[config.mk]
export PLATFORM = sky130hd
export DESIGN_NAME = xor_descrambler16_flat
export DESIGN_NICKNAME = d
export VERILOG_FILES = /design/src/rtl/xor_scr_pkg.sv /design/src/rtl/xor_descrambler16_if.sv /design/src/rtl/lfsr16_keygen.sv /design/src/rtl/xor_descrambler16.sv /design/src/flat_wrapper.sv
export SDC_FILE = /design/constraint.sdc
export NUM_CORES = 1
export LEC_CHECK = 0
export CORE_ASPECT_RATIO = 0.75
export CORE_MARGIN = 5
export CORE_UTILIZATION = 60
export CTS_BUF_LIST = sky130_fd_sc_hd__clkbuf_8
export CTS_CLUSTER_DIAMETER = 40
export DETAILED_ROUTE_END_ITERATION = 7
export DONT_BUFFER_PORTS = 1
export PLACE_DENSITY = 0.85
export SYNTH_ARGS = -nofsm -noshare
export SYNTH_HDL_FRONTEND = slang
export SYNTH_SLANG_ARGS = --single-unit
[constraint.sdc]
create_clock -name clk -period 7.49 [get_ports clk]
set_input_delay 0.3745 -clock clk [delete_from_list [all_inputs] [get_ports clk]]
set_output_delay 0.3745 -clock clk [all_outputs]
set_load 0.05 [all_outputs]
[src/rtl/xor_scr_pkg.sv]
// xor_scr_pkg: shared constants, state encoding and LFSR step for the 16-bit descrambler.
package xor_scr_pkg;
    localparam int WORD_W = 16;
    localparam logic [WORD_W-1:0] SEED_DEF = 16'hACE1;
    localparam logic [WORD_W-1:0] POLY_DEF = 16'hB400;

    typedef enum logic {IDLE, FRAME} state_t;

    function automatic logic [WORD_W-1:0] lfsr_next(input logic [WORD_W-1:0] s, input logic [WORD_W-1:0] poly);
        return (s >> 1) ^ (s[0] ? poly : '0);
    endfunction
endpackage

[src/rtl/xor_descrambler16_if.sv]
// xor_descrambler16_if: input stream, output stream and frame-check status bundle.
interface xor_descrambler16_if;
    import xor_scr_pkg::*;
    logic              in_valid, in_ready, in_sof, in_eof;
    logic [WORD_W-1:0] in_data;
    logic              out_valid, out_ready, out_last;
    logic [WORD_W-1:0] out_data;
    logic              chk_done, chk_err;
    logic [7:0]        err_cnt;

    modport master(
        output in_valid, in_data, in_sof, in_eof, out_ready,
        input  in_ready, out_valid, out_data, out_last, chk_done, chk_err, err_cnt
    );
    modport slave(
        input  in_valid, in_data, in_sof, in_eof, out_ready,
        output in_ready, out_valid, out_data, out_last, chk_done, chk_err, err_cnt
    );
endinterface

[src/rtl/lfsr16_keygen.sv]
// lfsr16_keygen: Galois LFSR keystream; load forces SEED as the current key.
module lfsr16_keygen
    import xor_scr_pkg::*;
#(
    parameter logic [WORD_W-1:0] SEED = SEED_DEF,
    parameter logic [WORD_W-1:0] POLY = POLY_DEF
) (
    input  logic              clk,
    input  logic              rst_n,
    input  logic              load,
    input  logic              adv,
    output logic [WORD_W-1:0] key
);
    logic [WORD_W-1:0] lfsr;

    assign key = load ? SEED : lfsr;

    always_ff @(posedge clk or negedge rst_n)
        if (!rst_n) lfsr <= SEED;
        else if (adv) lfsr <= lfsr_next(key, POLY);
endmodule

[src/rtl/xor_descrambler16.sv]
// xor_descrambler16: frame descrambler with registered output and XOR checksum verification.
module xor_descrambler16
    import xor_scr_pkg::*;
#(
    parameter logic [WORD_W-1:0] SEED = SEED_DEF,
    parameter logic [WORD_W-1:0] POLY = POLY_DEF
) (
    input logic                clk,
    input logic                rst_n,
    xor_descrambler16_if.slave bus
);
    state_t            state, state_nx;
    logic              acc, fwd, abort, mism, done_nx;
    logic [WORD_W-1:0] key, plain, csum;
    logic [8:0]        cnt_sum;

    lfsr16_keygen #(.SEED(SEED), .POLY(POLY)) u_keygen (
        .clk  (clk),
        .rst_n(rst_n),
        .load (acc && bus.in_sof),
        .adv  (fwd),
        .key  (key)
    );

    assign bus.in_ready = !bus.out_valid || bus.out_ready;

    always_ff @(posedge clk or negedge rst_n)
        if (!rst_n) state <= IDLE;
        else state <= state_nx;

    always_comb state_nx = fwd ? (bus.in_eof ? IDLE : FRAME) : state;

    always_comb begin
        acc     = bus.in_valid && bus.in_ready;
        fwd     = acc && (bus.in_sof || state == FRAME);
        abort   = acc && bus.in_sof && state == FRAME;
        plain   = bus.in_data ^ key;
        mism    = plain != (bus.in_sof ? '0 : csum);
        done_nx = abort || (fwd && bus.in_eof);
        // an aborting sof+eof word counts both the abort and its own mismatch
        cnt_sum = {1'b0, bus.err_cnt} + 9'(abort) + 9'(fwd && bus.in_eof && mism);
    end

    always_ff @(posedge clk or negedge rst_n)
        if (!rst_n) begin
            csum          <= '0;
            bus.out_valid <= 1'b0;
            bus.out_data  <= '0;
            bus.out_last  <= 1'b0;
            bus.chk_done  <= 1'b0;
            bus.chk_err   <= 1'b0;
            bus.err_cnt   <= '0;
        end else begin
            if (fwd) begin
                bus.out_data <= plain;
                bus.out_last <= bus.in_eof;
                csum         <= bus.in_eof ? '0 : (bus.in_sof ? '0 : csum) ^ plain;
            end
            bus.out_valid <= fwd || (bus.out_valid && !bus.out_ready);
            bus.chk_done  <= done_nx;
            bus.chk_err   <= done_nx && (bus.in_eof ? mism : 1'b1);
            bus.err_cnt   <= cnt_sum[8] ? 8'hFF : cnt_sum[7:0];
        end
endmodule

[src/flat_wrapper.sv]
// flat-port wrapper written by rule: the top's interface ports become plain ports
module xor_descrambler16_flat import xor_scr_pkg::*;
#(
    parameter logic [WORD_W-1:0] SEED = SEED_DEF,
    parameter logic [WORD_W-1:0] POLY = POLY_DEF
)
  (clk, rst_n, bus_in_valid, bus_in_data, bus_in_sof, bus_in_eof, bus_out_ready, bus_in_ready, bus_out_valid, bus_out_data, bus_out_last, bus_chk_done, bus_chk_err, bus_err_cnt);
  xor_descrambler16_if bus_i ();
  input logic clk;
  input logic rst_n;
  input wire logic [$bits(bus_i.in_valid)-1:0] bus_in_valid;
  input wire logic [$bits(bus_i.in_data)-1:0] bus_in_data;
  input wire logic [$bits(bus_i.in_sof)-1:0] bus_in_sof;
  input wire logic [$bits(bus_i.in_eof)-1:0] bus_in_eof;
  input wire logic [$bits(bus_i.out_ready)-1:0] bus_out_ready;
  output wire logic [$bits(bus_i.in_ready)-1:0] bus_in_ready;
  output wire logic [$bits(bus_i.out_valid)-1:0] bus_out_valid;
  output wire logic [$bits(bus_i.out_data)-1:0] bus_out_data;
  output wire logic [$bits(bus_i.out_last)-1:0] bus_out_last;
  output wire logic [$bits(bus_i.chk_done)-1:0] bus_chk_done;
  output wire logic [$bits(bus_i.chk_err)-1:0] bus_chk_err;
  output wire logic [$bits(bus_i.err_cnt)-1:0] bus_err_cnt;
  assign bus_i.in_valid = bus_in_valid;
  assign bus_i.in_data = bus_in_data;
  assign bus_i.in_sof = bus_in_sof;
  assign bus_i.in_eof = bus_in_eof;
  assign bus_i.out_ready = bus_out_ready;
  assign bus_in_ready = bus_i.in_ready;
  assign bus_out_valid = bus_i.out_valid;
  assign bus_out_data = bus_i.out_data;
  assign bus_out_last = bus_i.out_last;
  assign bus_chk_done = bus_i.chk_done;
  assign bus_chk_err = bus_i.chk_err;
  assign bus_err_cnt = bus_i.err_cnt;
  xor_descrambler16 #(.SEED(SEED), .POLY(POLY)) u_core (.clk(clk), .rst_n(rst_n), .bus(bus_i));
endmodule
==> results.json <==
{
  "min_period_over_period": 0.576,
  "hp-class": "in -> reg",
  "status": "complete, no violations",
  "hpwlAfterDp_um": 5880,
  "critPathLaunchType": "register",
  "nNetsFinal": 408,
  "power.leakage_uw": 0.00161,
  "ys.flop_type": "dfrtp_1",
  "area_growth_pct": 7.22,
  "power_density_nw_per_um2": 404,
  "cts_tree": "built",
  "synth_area_leaders": "dfrtp_1, nand2_1, xnor2_1, dfstp_2, xor3_1",
  "clock_skew_ps": 9.34,
  "finalPower_uw": 1520,
  "cts_buffers": 9,
  "grt_pass1_wl_um": 14500,
  "drc": 0,
  "synth_common_cells": "nand2_1, dfrtp_1, nor2_1, a21oi_1, xnor2_1",
  "yosysWarningCount": 0,
  "synth-seq-area-share": 0.439,
  "critPathKind": "reg -> reg",
  "synth_top_area_frac": 0.379,
  "hold_viol_final": 0,
  "vias_per_cell": 6.15,
  "cts_resized": 0,
  "cap_violations": 0,
  "p_clk_frac": 0.204,
  "tightest_slew_ps": 869,
  "finalSetupViolCount": 0,
  "fin_tns_setup_ps": 0,
  "finalCriticalPeriod_ps": 4310,
  "postSynth.asyncResetShare": 1.00,
  "rsz0062_at_grt": "false",
  "clock_sinks": 61,
  "synth_top_area_cell": "dfrtp_1",
  "io_pins": 51,
  "clock_latency_ps": 350,
  "ff2ff_setup_slack_ps": 3180,
  "ir_worst_vdd_mv": 0.227,
  "synthCells": 389,
  "root_buffer": "clkbuf_8",
  "power_frac_comb": 0.282,
  "synth.most_common_cell": "nand2_1",
  "p_sw_frac": 0.455,
  "switching_power_uw": 691,
  "internal_power_uw": 827,
  "synth_cell_type_count": 44,
  "num_vias": 2874,
  "pwr-share-seq": 0.515,
  "endpoint_kind": "register",
  "synth-seq-cells": 61,
  "cp_data_arrival_time_ps": 4540,
  "die_w_um": 98.2,
  "cts_setup_buffers": 0,
  "drt_iter0_drc": 288,
  "die_h_um": 76.2,
  "grt_max_degree": 62,
  "max_slew_margin": 0.418,
  "crit_fanout": 25,
  "gp_congestion": 0.847,
  "slew_viol_final": 0,
  "finalWirelength_um": 8500,
  "clockBufferDepth": 2,
  "wire_per_inst_um": 18.2,
  "crit_required_ps": 7720,
  "antenna_left": 0,
  "io_buffer_count": 0,
  "start_util": 0.610,
  "fmax_mhz": 232,
  "fill_cells": 439,
  "grt_pass1_vias": 2845,
  "dieArea_um2": 7480,
  "synth_area_um2": 3500,
  "syn_nets": 413,
  "drt-pass1-iter-count": 5,
  "row_count": 24,
  "diodes": 0,
  "path_clk_slew_ps": 80,
  "antenna_found_initial": 0,
  "h-tree-depth": 3,
  "hold_ws_ps": 123,
  "avgSynthCellArea_um2": 9.00,
  "grt_usage": 0.241,
  "core-area_um2": 5740,
  "synth_edf_count": 0,
  "grt_overflow": 0,
  "drive_gt1_frac": 0.0925
}
==> through the flow <==
step / setup slack, ps / cells / area [um^2] / utilization
6_report: 3180 / 467 / 3750 / 0.654
3_3_place_gp: 3490 / 449 / 3510 / 0.611
4_1_cts: 3220 / 467 / 3750 / 0.654
3_5_place_dp: 3290 / 449 / 3510 / 0.611
5_1_grt: 2810 / 467 / 3750 / 0.654
2_1_floorplan: 4100 / 389 / 3500 / -
==> repair_timing <==
item,CTS,global route
setup endpoints to repair,0,0
endpoints found under the hold margin,61,0
hold buffers,2,0
==> cell usage in the layout, fill, tap and decap left out, types with 2 or more instances in the layout <==
master       n
a211oi_1     2
a21oi_1     35
a21oi_2      5
a32oi_1      2
and2_1       2
and3_1       3
clkbuf_8    11
clkinvlp_4   2
dfrtp_1     53
dfstp_2      8
inv_1        3
nand2_1     74
nand2b_1     5
nand3_1     14
nand3b_1     8
nand4_1      7
nor2_1      38
nor3_1       7
nor3b_1      6
o211ai_1     6
o21ai_0     21
o21ai_1      5
or3_1        3
or4_1        2
xnor2_1     28
xor2_1      11
xor3_1       8
==> power by group through the flow <==
stage	clock, uW	combinational [uW]	sequential [uW]
2_1_floorplan	0	356	742
3_3_place_gp	0	391	776
3_5_place_dp	0	416	783
4_1_cts	310	427	779
5_1_grt	326	486	798
6_report	309	427	781
==> final timing paths <==
kind,cells after the start,to,startpoint
max,11,u_core.bus.err_cnt[4]$_DFF_PN0_,u_core.bus.out_valid$_DFF_PN0_
min,1,u_core.csum[3]$_DFFE_PN0P_,bus_in_eof
max reg2reg,11,u_core.bus.err_cnt[4]$_DFF_PN0_,u_core.bus.out_valid$_DFF_PN0_
min reg2reg,2,u_core.u_keygen.lfsr[7]$_DFFE_PN1P_,u_core.u_keygen.lfsr[7]$_DFFE_PN1P_
max in group asynchronous,2,u_core.u_keygen.lfsr[5]$_DFFE_PN1P_,rst_n
min in group asynchronous,2,u_core.csum[4]$_DFFE_PN0P_,rst_n
==> flip-flops by register name, indices dropped and copies added, names as in the netlist <==
name,count
u_core.bus.out_valid,1
u_core.bus.out_last,1
u_core.u_keygen.lfsr,16
u_core.csum,16
u_core.bus.out_data,16
u_core.bus.err_cnt,8
u_core.bus.chk_done,1
u_core.bus.chk_err,1
u_core.state,1
==> kinds of logic (layout without fill, tap and decap cells) <==
logic type / after synthesis / after routing / synth area share
buffers and inverters: 23 / 23 / 0.0329
adders and majority gates: 2 / 2 / 0.00929
xor gates and xnor gates: 47 / 47 / 0.152
DFF: 61 / 61 / 0.439
AOI/OAI and AO/OA: 79 / 79 / 0.129
and+or+nand+nor: 176 / 176 / 0.236
muxes: 1 / 1 / 0.00286
==> layer usage <==
| metal | part of all wire | global-route usage |
|---|---|---|
| met4 | 0.026 | 0.0969 |
| met1 | 0.42 | 0.321 |
| met2 | 0.48 | 0.376 |
| met5 | 0 | 0 |
| met3 | 0.069 | 0.0659 |
==> critical path, cell delays in order (launching register included) <==
cell and delay (ps):
dfrtp_1 660, nor2b_2 480, inv_2 310, nand3_1 520
nand2_1 660, nand2_1 360, a21oi_1 90, fa_1 460
ha_1 290, nand3_1 130, xor2_1 150, nand2_1 70
==> area by class of cell <==
type,count,area [um^2],share of cell area
clock buffer,11,151,0.0403
clock inverter,5,58.8,0.0157
inverter,4,15.0,0.00400
multi-input combinational,305,1850,0.493
sequential,61,1540,0.409
tap,78,97.6,0.0260
timing repair buffer,3,45.0,0.0120
Note: power is estimated with default switching activity, not from simulation.
